==> config.mk <==
export PLATFORM = sky130hd
export DESIGN_NAME = sat_counter
export DESIGN_NICKNAME = d
export VERILOG_FILES = /design/src/rtl/count_sequence_checker_sat_counter.sv
export SDC_FILE = /design/constraint.sdc
export NUM_CORES = 1
export LEC_CHECK = 0
export CORE_UTILIZATION = 44
export CTS_CLUSTER_SIZE = 14
export DETAILED_ROUTE_END_ITERATION = 10
export GPL_ROUTABILITY_DRIVEN = 0
export GPL_TIMING_DRIVEN = 0
export PLACE_DENSITY = 0.73
export SKIP_CTS_REPAIR_TIMING = 1
export SLEW_MARGIN = 20
export SYNTH_ARGS = -nofsm -noshare
export SYNTH_HDL_FRONTEND = slang
export SYNTH_SLANG_ARGS = --single-unit
export TNS_END_PERCENT = 5
==> constraint.sdc <==
create_clock -name clk_i -period 1.7 [get_ports clk_i]
set_input_delay 0.255 -clock clk_i [delete_from_list [all_inputs] [get_ports clk_i]]
set_output_delay 0.255 -clock clk_i [all_outputs]
set_load 0.03 [all_outputs]
==> src/rtl/count_sequence_checker_sat_counter.sv <==
// rtl/count_sequence_checker_sat_counter.sv - saturating up counter with synchronous clear
module sat_counter #(
  parameter int W = 16
) (
  input  logic         clk_i,
  input  logic         rst_i,
  input  logic         inc_i,
  input  logic         clr_i,
  output logic [W-1:0] count_o
);

  logic [W-1:0] count_q;

  always_ff @(posedge clk_i or posedge rst_i) begin
    if (rst_i) begin
      count_q <= '0;
    end else if (clr_i) begin
      count_q <= '0;
    end else if (inc_i && (count_q != {W{1'b1}})) begin
      count_q <= count_q + W'(1);
    end
  end

  assign count_o = count_q;

endmodule

==> flow_metrics.tcl <==
set metrics [dict create \
    hp-start "clr_i" \
    rsz0062_at_grt "true" \
    synthTopCellsByArea "dfrtp_1 (43%), a21oi_1 (6.4%), or4_1 (4.8%)" \
    yosysTopAreaCellShare 0.430 \
    fill_cells 164 \
    rows 16 \
    ys.flop_type "dfrtp_1" \
    core_um2 1980 \
    grt_overflow 0 \
    cap_violations 0 \
    multiInputGateArea_um2 532 \
    cp_max_fo 6 \
    antenna_found_initial 0 \
    drt_iter0_drc 28 \
    cp_num_buf_inv 1 \
    rr_endpoint "count_o[12]" \
    clk_path_buf_depth 2 \
    largest_reg_flops 16 \
    ff_latch_area_um2 414 \
    cp-end-kind "register" \
    total_leakage_power_uw 0.000645 \
    r2r_slack_ns -0.19 \
    grt_pass1_wl_mm 3.39 \
    synthesis.instances 101 \
    cpPeakStageDelay_ns 0.48 \
    synth_edf_count 0 \
    cts_tree "yes" \
    via_count 911 \
    max_freq_mhz 530 \
    cp_slowest_cell "or4_1" \
    synth_seq_cells 16 \
    crit_path_cell_trace "nand4_1 -> buf_4 -> or4_1 -> or3_1 -> a21oi_1" \
    start_util 0.470 \
    n_antenna_cell 0 \
    post_drt_wl_per_cell_um 14.8 \
    drc_errors 0 \
    clock_latency_ns 0.30 \
    min_path_cells 2 \
    fin_cells 155 \
    cellPowerDensity_nw_per_um2 549 \
    critPathTopFamily "simple AND/OR/NAND/NOR gates" \
    grt_max_degree 17 \
    synthArstFlopShare 1.00 \
    die_x_um 48.0 \
    syn_avg_cell_area_um2 9.23 \
    slew_violations 0 \
    nets 134 \
    wl_mm 2.29 \
    clkSinkCount 16 \
    synth_cell_types 29 \
    grt_pass1_vias 763 \
    synth_top_area_cell "dfrtp_1" \
    ios 20 \
    drt-pass1-iter-count 4 \
    numPortBuffers 17 \
    layout-drive-gt1-share 0.281 \
    post_dp_cell_area_um2 1160 \
    min_period_over_period 1.11 \
    finish.instance_area_um2 1300 \
    finalCriticalPeriod_ns 1.89 \
    htreeDepth 1 \
    synth_fp_nets 106 \
    syn_area_um2 932 \
    grtUsageTotal 0.212 \
    setup_viol 8 \
    rr_worst_depth 5 \
    hold_path.class "input port to register" \
    worstMarginPinSlew_ns 0.609 \
    skew_ns 0.00723 \
    ys_seq_area_frac 0.430 \
    place_hpwl_mm 1.49 \
    numCtsBuffers 3 \
    maxSlewHeadroom 0.593 \
    start_kind "register" \
    die_area_um2 2310 \
    synth_commonest_cells "dfrtp_1 (16), a21oi_1 (12), nand3_1 (7)" \
    crit_required_ns 1.93 \
    viasPerCell 5.88 \
    arrival_ns 2.11 \
    area_delta_synth_final_pct 39.5 \
    yosysMostFrequentCell "dfrtp_1" \
    reg2reg_from "count_o[2]" \
    path_class "register to register" \
    hold_viol 0 \
    ys.warnings.count 0 \
    fin_ws_ns -0.185 \
    ant_nets 0 \
    whs_endpoint "count_o[8]" \
    violations "negative setup slack" \
    irDropWorstVdd_mv 0.356 \
    die_h_um 48.0 \
    post-place-cells 145 \
    cts_root_buf "clkbuf_4" \
    status "complete, but fails checks" \
    path_clk_slew_ns 0.10 \
]
worst max-delay path by stage:
stage | start | endpoint | slack [ns] | cells past startpoint
CTS | count_o[2] | count_o[13] | -0.15 | 4
floorplan | count_o[2] | count_o[13] | -0.11 | 4
finish | count_o[2] | count_o[12] | -0.19 | 5
global placement | inc_i | count_o[13] | -0.1 | 5
detailed placement | count_o[2] | count_o[13] | -0.14 | 4
global route | count_o[2] | count_o[13] | -0.24 | 4
kinds of logic (layout without fill, tap and decap cells):
family	Yosys count	in the layout	synth area share
compound gates	25	25	0.157
fa+ha+maj	1	1	0.0134
buf+inv	7	34	0.0389
flops	16	16	0.430
mux	3	3	0.0349
simple gates	49	49	0.326
cell usage in the layout (no fill, tap or decap), types with 2 or more instances in the layout:
master           instances
nand3_1                  6
nand2_1                  5
nand2b_1                 2
clkbuf_4                 3
clkdlybuf4s50_1          7
dlymetal6s2s_1          10
o21ai_0                  5
o31ai_1                  5
a21oi_1                 12
mux2_2                   2
nor2b_1                  2
buf_4                    7
o41ai_1                  2
dfrtp_1                  5
nor2_1                   3
dfrtp_2                 11
or4_1                    6
or3_1                    6
nand4_1                  4
nor3_1                   3
inv_1                    3
per-stage QoR:
| stage | utilization | setup WS [ns] | hold slack, ns | power (uW) | setup TNS (ns) |
|---|---|---|---|---|---|
| 6_report | 0.656 | -0.185 | 0.165 | 714 | -0.705 |
| 5_1_grt | 0.656 | -0.240 | 0.164 | 743 | -1.65 |
| 4_1_cts | 0.602 | -0.151 | 0.166 | 714 | -0.731 |
| 3_5_place_dp | 0.583 | -0.137 | 0.482 | 460 | -0.515 |
| 3_3_place_gp | 0.583 | -0.0974 | 0.484 | 459 | -0.261 |
| 2_1_floorplan | - | -0.112 | 0.168 | 438 | -0.352 |
report_power, final:
group / switching, uW / leakage (uW) / total, uW / internal (uW)
clock network: 130 / 0.0000210 / 260 / 131
registers: 6.86 / 0.000204 / 393 / 386
logic: 37.0 / 0.000420 / 61.1 / 24.2
routing by layer:
metal,global-route usage,up-vias,part of all wire
met5,0,-,0
met4,0.0833,0,0.0083
met3,0.0340,3,0.032
met2,0.319,24,0.47
met1,0.303,437,0.48
li1,-,447,-
area by class of cell:
type / instances / share of cell area
buffer: 4 / 0.0250
inverter: 3 / 0.00866
sequential: 16 / 0.319
multi-input combinational: 78 / 0.409
tap: 27 / 0.0260
timing repair buffer: 23 / 0.185
clock buffer: 4 / 0.0279
(Power assumes the default switching activity.)
==> RTL change: new RTL, config.mk and constraints unchanged <==
Change the parameter `W` from 16 to 32.
--- a/src/rtl/count_sequence_checker_sat_counter.sv
+++ b/src/rtl/count_sequence_checker_sat_counter.sv
@@ -1,5 +1,5 @@
 // rtl/count_sequence_checker_sat_counter.sv - saturating up counter with synchronous clear
 module sat_counter #(
-  parameter int W = 16
+  parameter int W = 32
 ) (
   input  logic         clk_i,
Interface: changed (resized count_o); port bits go from 20 to 36. The function was not compared with the original's and may differ.
==> RTL change against the unedited design <==
  * Via count up 92%
  * Highest routed layer unchanged
  * Global-route usage up 1.3 points
  * Synthesized area up 87%
  * Design area up 90%
  * Routed wire length up 110%
  * Critical path type unchanged
  * Total power up 97%
  * Sequential cell count up 16
  * Setup slack worse by 0.43 ns
  * The run still ends with negative setup slack left
==> RTL change: results (changes against the unedited design) <==
Post-Layout Cell Count 282 (was 155); drt initial violations 109 (was 28); Commonest cells post-synth dfrtp_1 (32), a21oi_1 (27), o31ai_1 (15) (was dfrtp_1 (16), a21oi_1 (12), nand3_1 (7)); placed cell area 2170 um2 (was 1160 um2); setup ws final -0.618 ns (was -0.185 ns); Slew HR 55.0% (was 59.3%); status finished, violations left (unchanged); CP max stage cell or4_4 (was or4_1); vias in the first global route 1576 (was 763); fin nets 239 (was 134); largest net degree at the start of global routing 33 (was 17); layout cells sized above 1 19.2% (was 28.1%); Worst Setup SP count_o[0]$_DFFE_PP0P_ (was count_o[2]$_DFFE_PP0P_); count of different cell masters after synthesis 33 (was 29); dpl cells 269 (was 145); Pleak 1.10 nW (was 0.645 nW); failing checks negative setup slack (unchanged); Inserted Clock Buffers 5 (was 3); crit path to count_o[20]$_DFFE_PP0P_ (was count_o[12]$_DFFE_PP0P_); Post-Route Skew 0.00800 ns (was 0.00723 ns); Final Setup Violations 32 (was 8); max reg flops 32 (was 16); all-layer global routing usage 22.5% (was 21.2%); FF-to-FF Start count_o[0]$_DFFE_PP0P_ (was count_o[2]$_DFFE_PP0P_); dpl hpwl 3.08 mm (was 1.49 mm); critical path's largest stage delay 0.51 ns (was 0.48 ns); first-pass GRT wire length 7.36 mm (was 3.39 mm); Synth area leaders dfrtp_1 (46%), a21oi_1 (7.8%), o31ai_1 (6.5%) (was dfrtp_1 (43%), a21oi_1 (6.4%), or4_1 (4.8%)); worst reg2reg path depth 7 (was 5); Seq/Total Area, Yosys 46.0% (was 43.0%); critical path fanouts, max 10 (was 6); root buf cell clkbuf_8 (was clkbuf_4); clock insertion delay at the later pin of the skew report 0.28 ns (was 0.30 ns); final WL 4.69 mm (was 2.29 mm); Hold Crit Class in -> async (was in -> reg)
-- RTL change: logic make-up (layout without fill, tap and decap cells) --
kind of cell / after synthesis / in the layout / share of synthesized area, %
AO/OA/AOI/OAI: 61 / 61 / 21.8
XOR/XNOR: 3 / 3 / 1.51
adder cells (fa/ha/maj): 1 / 1 / 0.719
buffers and inverters: 14 / 62 / 3.52
flip-flops: 32 / 32 / 46.0
multiplexers: 1 / 1 / 0.575
AND/OR/NAND/NOR: 74 / 74 / 25.9
-- RTL change: through the flow --
step | hold slack [ns] | setup WS (ns) | TNS (ns)
floorplan | 0.371 | -0.583 | -13.01
global placement | 0.553 | -0.816 | -18.80
detailed placement | 0.572 | -0.931 | -19.95
CTS | 0.422 | -0.909 | -19.89
global route | 0.451 | -0.680 | -16.42
finish | 0.393 | -0.618 | -13.61
-- RTL change: layout make-up --
cell class	instances	area (um2)
plain buffers	5	33.8
flip-flops and latches	32	811
multi-input cells	140	1030
fillers	316	1240
inverters	8	30.0
repair buffers	42	438
well taps	48	60.1
clock buffers	7	76.3
-- RTL change: how the worst min path moves through the flow --
stage                                    endpoint  slack (ns)
after floorplan           count_o[10]$_DFFE_PP0P_        0.37
after global placement    count_o[31]$_DFFE_PP0P_        0.55
after detailed placement   count_o[7]$_DFFE_PP0P_        0.57
after CTS                  count_o[8]$_DFFE_PP0P_        0.42
after global routing      count_o[11]$_DFFE_PP0P_        0.45
final                     count_o[22]$_DFFE_PP0P_        0.39
-- RTL change: where the power goes --
part	internal (mW)	switching, mW	leakage, nW
combinational	0.0269	0.0525	0.630
sequential	0.767	0.00757	0.433
clock	0.282	0.271	0.0383
total	1.08	0.331	1.10
-- RTL change: routing by layer --
layer	wire (um)	GRT usage [%]
met3	204	5.28
met2	2370	37.4
met1	2040	29.3
met4	82	5.56
met5	0	0
